File: config.mk
export PLATFORM = sky130hd
export DESIGN_NAME = i2c_tx_fifo
export DESIGN_NICKNAME = d
export VERILOG_FILES = /design/src/rtl/i2c_tx_fifo.sv
export SDC_FILE = /design/constraint.sdc
export NUM_CORES = 1
export LEC_CHECK = 0
export ABC_AREA = 1
export ABC_CLOCK_PERIOD_IN_PS = 1950
export BUFFER_PORTS_ARGS = -buffer_cell sky130_fd_sc_hd__buf_2
export CAP_MARGIN = 10
export CORE_MARGIN = 1
export CORE_UTILIZATION = 45
export DETAILED_ROUTE_END_ITERATION = 7
export GPL_ROUTABILITY_DRIVEN = 0
export SLEW_MARGIN = 20
export SYNTH_ARGS = -nofsm -noshare
export SYNTH_HDL_FRONTEND = slang
export SYNTH_SLANG_ARGS = --single-unit
export TNS_END_PERCENT = 10
File: constraint.sdc
create_clock -name clk -period 1.95 [get_ports clk]
set_input_delay 0.195 -clock clk [delete_from_list [all_inputs] [get_ports clk]]
set_output_delay 0.195 -clock clk [all_outputs]
set_load 0.02 [all_outputs]
File: src/rtl/i2c_tx_fifo.sv
// i2c_tx_fifo: transmit byte FIFO between the host and the I2C master.
// The host pushes bytes with write/data_in. The controller pops one byte per
// transfer with read and sees empty as its empty_tx.
// Ports:
//   clk, reset     - system clock; synchronous active-high reset
//   flush          - clears the contents and keeps the error flags
//   write, data_in - host push strobe and byte; full reports no free entry
//   read, data_out - controller pop strobe and registered popped byte
//   empty, level   - occupancy: level counts 0..2^ADDR_WIDTH entries
//   overflow       - sticky flag for a rejected write; cleared by clear_err
//   underflow      - sticky flag for a rejected read; cleared by clear_err
module i2c_tx_fifo #(
    parameter int DATA_WIDTH = 8,
    parameter int ADDR_WIDTH = 4
) (
    input  logic                  clk,
    input  logic                  reset,
    input  logic                  flush,
    input  logic                  write,
    input  logic [DATA_WIDTH-1:0] data_in,
    output logic                  full,
    input  logic                  read,
    output logic [DATA_WIDTH-1:0] data_out,
    output logic                  empty,
    output logic [ADDR_WIDTH:0]   level,
    output logic                  overflow,
    output logic                  underflow,
    input  logic                  clear_err
);

    localparam int DEPTH = 1 << ADDR_WIDTH;
    localparam logic [ADDR_WIDTH:0] LEVEL_FULL = {1'b1, {ADDR_WIDTH{1'b0}}};

    logic [DATA_WIDTH-1:0] mem [DEPTH];
    logic [ADDR_WIDTH-1:0] wr_ptr, rd_ptr;
    logic                  rd_ok, wr_ok;

    // full and empty depend only on the level register. This keeps any
    // combinational path from the strobes away from the status outputs.
    assign full  = (level == LEVEL_FULL);
    assign empty = (level == '0);

    // A write on a full FIFO is still accepted if a read frees a slot in the
    // same cycle. A read on an empty FIFO is never accepted, even when a
    // write arrives in the same cycle.
    assign rd_ok = read && !empty;
    assign wr_ok = write && (!full || rd_ok);

    // The storage array has no reset. Stale entries cannot be reached
    // because the pointers are reset.
    always_ff @(posedge clk) begin
        if (!reset && !flush && wr_ok)
            mem[wr_ptr] <= data_in;
    end

    always_ff @(posedge clk) begin
        if (reset) begin
            wr_ptr    <= '0;
            rd_ptr    <= '0;
            level     <= '0;
            data_out  <= '0;
            overflow  <= 1'b0;
            underflow <= 1'b0;
        end else if (flush) begin
            // data_out and both flags hold their values during a flush.
            wr_ptr <= '0;
            rd_ptr <= '0;
            level  <= '0;
        end else begin
            if (wr_ok)
                wr_ptr <= wr_ptr + 1'b1;
            if (rd_ok) begin
                rd_ptr   <= rd_ptr + 1'b1;
                data_out <= mem[rd_ptr];
            end
            case ({wr_ok, rd_ok})
                2'b10:   level <= level + 1'b1;
                2'b01:   level <= level - 1'b1;
                default: level <= level;
            endcase
            // An error event in the same cycle wins over clear_err.
            if (write && !wr_ok)
                overflow <= 1'b1;
            else if (clear_err)
                overflow <= 1'b0;
            if (read && !rd_ok)
                underflow <= 1'b1;
            else if (clear_err)
                underflow <= 1'b0;
        end
    end

endmodule

==> run summary <==
The clock reaches the later pin of the worst-skew pair after 430 ps. In this run the tightest slew margin relative to its limit is 61.4%. The initial antenna violation count came out at 0.

The final-stage net count is 751. The tools report the part of the power in combinational logic as 7.6%. The delay of the slowest critical-path stage works out to 370 ps.

The tools report the diode insertion count for antenna repair as 0. The worst-case hold slack was 71.7 ps. In this run the standard cell core region covers 14500 um^2. Clock-pin slew was measured on the worst setup and hold paths at 60 ps. Buffers inserted to repair hold after CTS numbered 0. The largest fanout on the critical path is 4, and the power density over the cells is 934 nW/um^2. The max-slew violation count is 0. The synthesized area divided by synthesized cell count was 9.93 um^2.

The mapped netlist covers 6690 um^2. Cells fill 53.3% of the core in the end. The tree built by TritonCTS fans out to 151 sinks. Buffers inserted during clock tree synthesis total 17.

The number of global-route vias before repair is 4329, and the worst voltage drop across the vdd grid is 1.13 mV. The most used cell along the critical path is sky130_fd_sc_hd__nor2_1. Clock root buffer master: sky130_fd_sc_hd__clkbuf_16.

The initial utilization of the core area, before any placement, comes to 46.0%. The cell count after synthesis was 674; the number of synthesized register bits was 151. Type of the worst setup path: reg2reg.

After floorplanning, the core was divided into 44 placement rows. No sink is reached through more buffers than the 2 on the longest clock path. Die width: 124 um.

Summed over its instances, the top area cell type makes up 57.4% of the synthesized netlist area. Across every metal layer, demand over resource in global routing totals 20.7%. Relative to the synthesized area, the layout overhead comes to 15.6%. From bottom edge to top edge, the die measures 124 um.

The internal portion of the total power is 5.61 mW. The worst setup path is captured at a register. The overall via count from detail_route was 4580; the half-perimeter wire length after placement was 9580 um. Across the routed clock network, the largest skew measured is 8.25 ps.

The clock period minus final worst setup slack works out to 1820 ps. The share of total power dissipated in sequential elements is 49.2%. After filler insertion, the fill cell instance count of the layout stands at 1290. The number of endpoints with negative hold slack in the final report was 0.

The post-route fraction of the period consumed by the critical path works out to 93.4%. Sequential element share of the synthesized area: 64.3%. In this run, the clock network consumes 43.2% of the power. Cells with a size suffix above 1 make up 15.5% of the layout. Timing analysis after detailed placement gives a worst setup slack of 9.70 ps.

sky130_fd_sc_hd__edfxtp_1 takes more of the synthesized area than any other cell. The final count of negative-setup-slack endpoints is 0. After synthesis, the netlist uses 28 different library cells.

Timing would allow up to 549 MHz. Using the TritonRoute via totals, the vias-per-cell ratio works out to 4.95. During placement, the flow inserted port buffers numbering 30. Yosys printed 0 warnings. The signal on the critical path passes through nor2_4, nand3_4, nand3_4, inv_4, fa_2, a21oi_2, nor2_1, nor2_1, inv_1, nand2_2, nand3_1, nand2_1, nor2_1.

The data required time of the critical path was 2270 ps. The first global-routing pass estimated 22700 um of wire. At the pin with the least slew margin, the transition time is 576 ps. The logs give 0 for the number of maximum-capacitance constraint violations and 0 for the number of remaining DRC errors. In this run the number of H-tree levels came out at 4. TritonCTS built the clock tree.

For the switching power, the log shows 1.62 mW. Type of the worst min-delay path: in2reg. The count of nets left with antenna violations once routing finished came out at 0. STA classifies the critical path startpoint as a register. Setup slack closes at 128 ps. Yosys attributes the largest share of cell area to sky130_fd_sc_hd__edfxtp_1 (57%), sky130_fd_sc_hd__nand2_1 (10%), sky130_fd_sc_hd__nand3_1 (7.6%). Among all stages on the critical path, the largest delay is contributed by sky130_fd_sc_hd__dfxtp_4. Before antenna repair, the detailed router went through 5 iterations. The total power of the final layout was 7.23 mW. The detailed router finished its first iteration with 381 violations.

The signal arrival time at the worst endpoint was 2140 ps; the leakage dissipation was 3.29 nW. The run gives 14700 um as the final wirelength. Entering global routing, the biggest net connects 37 pins.

The run gives 697 as the net count of the mapped netlist. The floorplan step defined a die boundary enclosing 15400 um^2. For this design the top-level I/O count stands at 31. Share of total power consumed by net switching: 22.4%. The flow ran to the end, and the final reports show no timing, DRC or antenna violations. In the final routed layout, each cell accounts on average for 15.9 um. Global routing finished with a remaining overflow of 0.
[power groups by stage]
stage / clock (mW) / combinational [mW] / sequential [mW]
after floorplan: 0 / 0.321 / 3.65
after detailed placement: 0 / 0.529 / 3.62
after global placement: 0 / 0.520 / 3.62
after CTS: 3.16 / 0.536 / 3.56
final: 3.12 / 0.548 / 3.56
after global routing: 3.28 / 0.617 / 3.56
[Yosys cell counts, drive strengths merged]
cell and number:
xor2 4, edfxtp 128, buf 24, o31ai 2, clkbuf 4, dfxtp 23, ha 8, o21ai 17
clkinv 2, a21oi 11, nand2 190, fa 1, nor2 64, inv 93, nand3 103
[sequential cells by signal, indices dropped and copies added (netlist names)]
name       cells
level          5
wr_ptr         4
underflow      1
overflow       1
rd_ptr         4
mem          128
data_out       8
[worst paths after layout]
path,to,depth (start not counted),slack [ps],startpoint
min reg2reg,underflow,2,480,underflow
max reg2reg,level[4],13,130,level[2]
max,level[4],13,130,level[2]
min,underflow,4,70,clear_err
[per-layer routing]
metal	up-vias	track usage [%]	share of wire, %
li1	2299	-	-
met1	2175	26.6	45
met4	0	9.90	2.7
met3	29	4.44	3.3
met5	-	0	0
met2	77	33.5	49
[placed cells by master, fill, tap and decap left out, drive strengths merged]
cell type and count:
clkbuf 23, o31ai 2, clkinv 6, bufinv 2, dfxtp 23, nand2 190, a21oi 11, buf 63
inv 93, nor2 64, clkinvlp 3, edfxtp 128, ha 8, xor2 4, o21ai 17, fa 1
nand3 103
[what timing repair did]
action                                  CTS  global route
endpoints found under the setup margin    1            33
pin swaps                                 1             6
buffers inserted                          1             2
gates resized for setup                   1            12
gates cloned                              0             0
hold endpoints to repair                  0             0
[critical path: cells and delay by family, from the launching register on]
family | cells | cell delay [ps]
AO/OA/AOI/OAI | 1 | 130
adder cells (fa/ha/maj) | 1 | 370
buffers and inverters | 2 | 120
flip-flops | 1 | 370
AND/OR/NAND/NOR | 9 | 730
[per-stage QoR]
stage | std cells | setup TNS (ps) | cell area [um^2]
after floorplan | 674 | 0 | 6690
after global routing | 925 | -16.7 | 7740
after detailed placement | 890 | 0 | 7110
after global placement | 890 | 0 | 7110
after CTS | 923 | 0 | 7680
final | 925 | 0 | 7740
[cell families after synthesis]
logic type | count (synthesis) | synth area share [%]
xor+xnor | 4 | 0.523
flops | 151 | 64.3
fa+ha+maj | 9 | 1.79
buf+inv | 123 | 8.26
compound gates | 30 | 2.37
simple gates | 357 | 22.7
[area by class of cell]
type	instances	area, um^2	share of cell area (%)
clock inverter	9	101	1.31
inverter	95	367	4.74
clock buffer	23	458	5.92
timing repair buffer	63	398	5.14
tap	184	230	2.97
multi-input combinational	400	1870	24.2
sequential	151	4310	55.7
No activity file was read; power rests on OpenSTA's default activity.
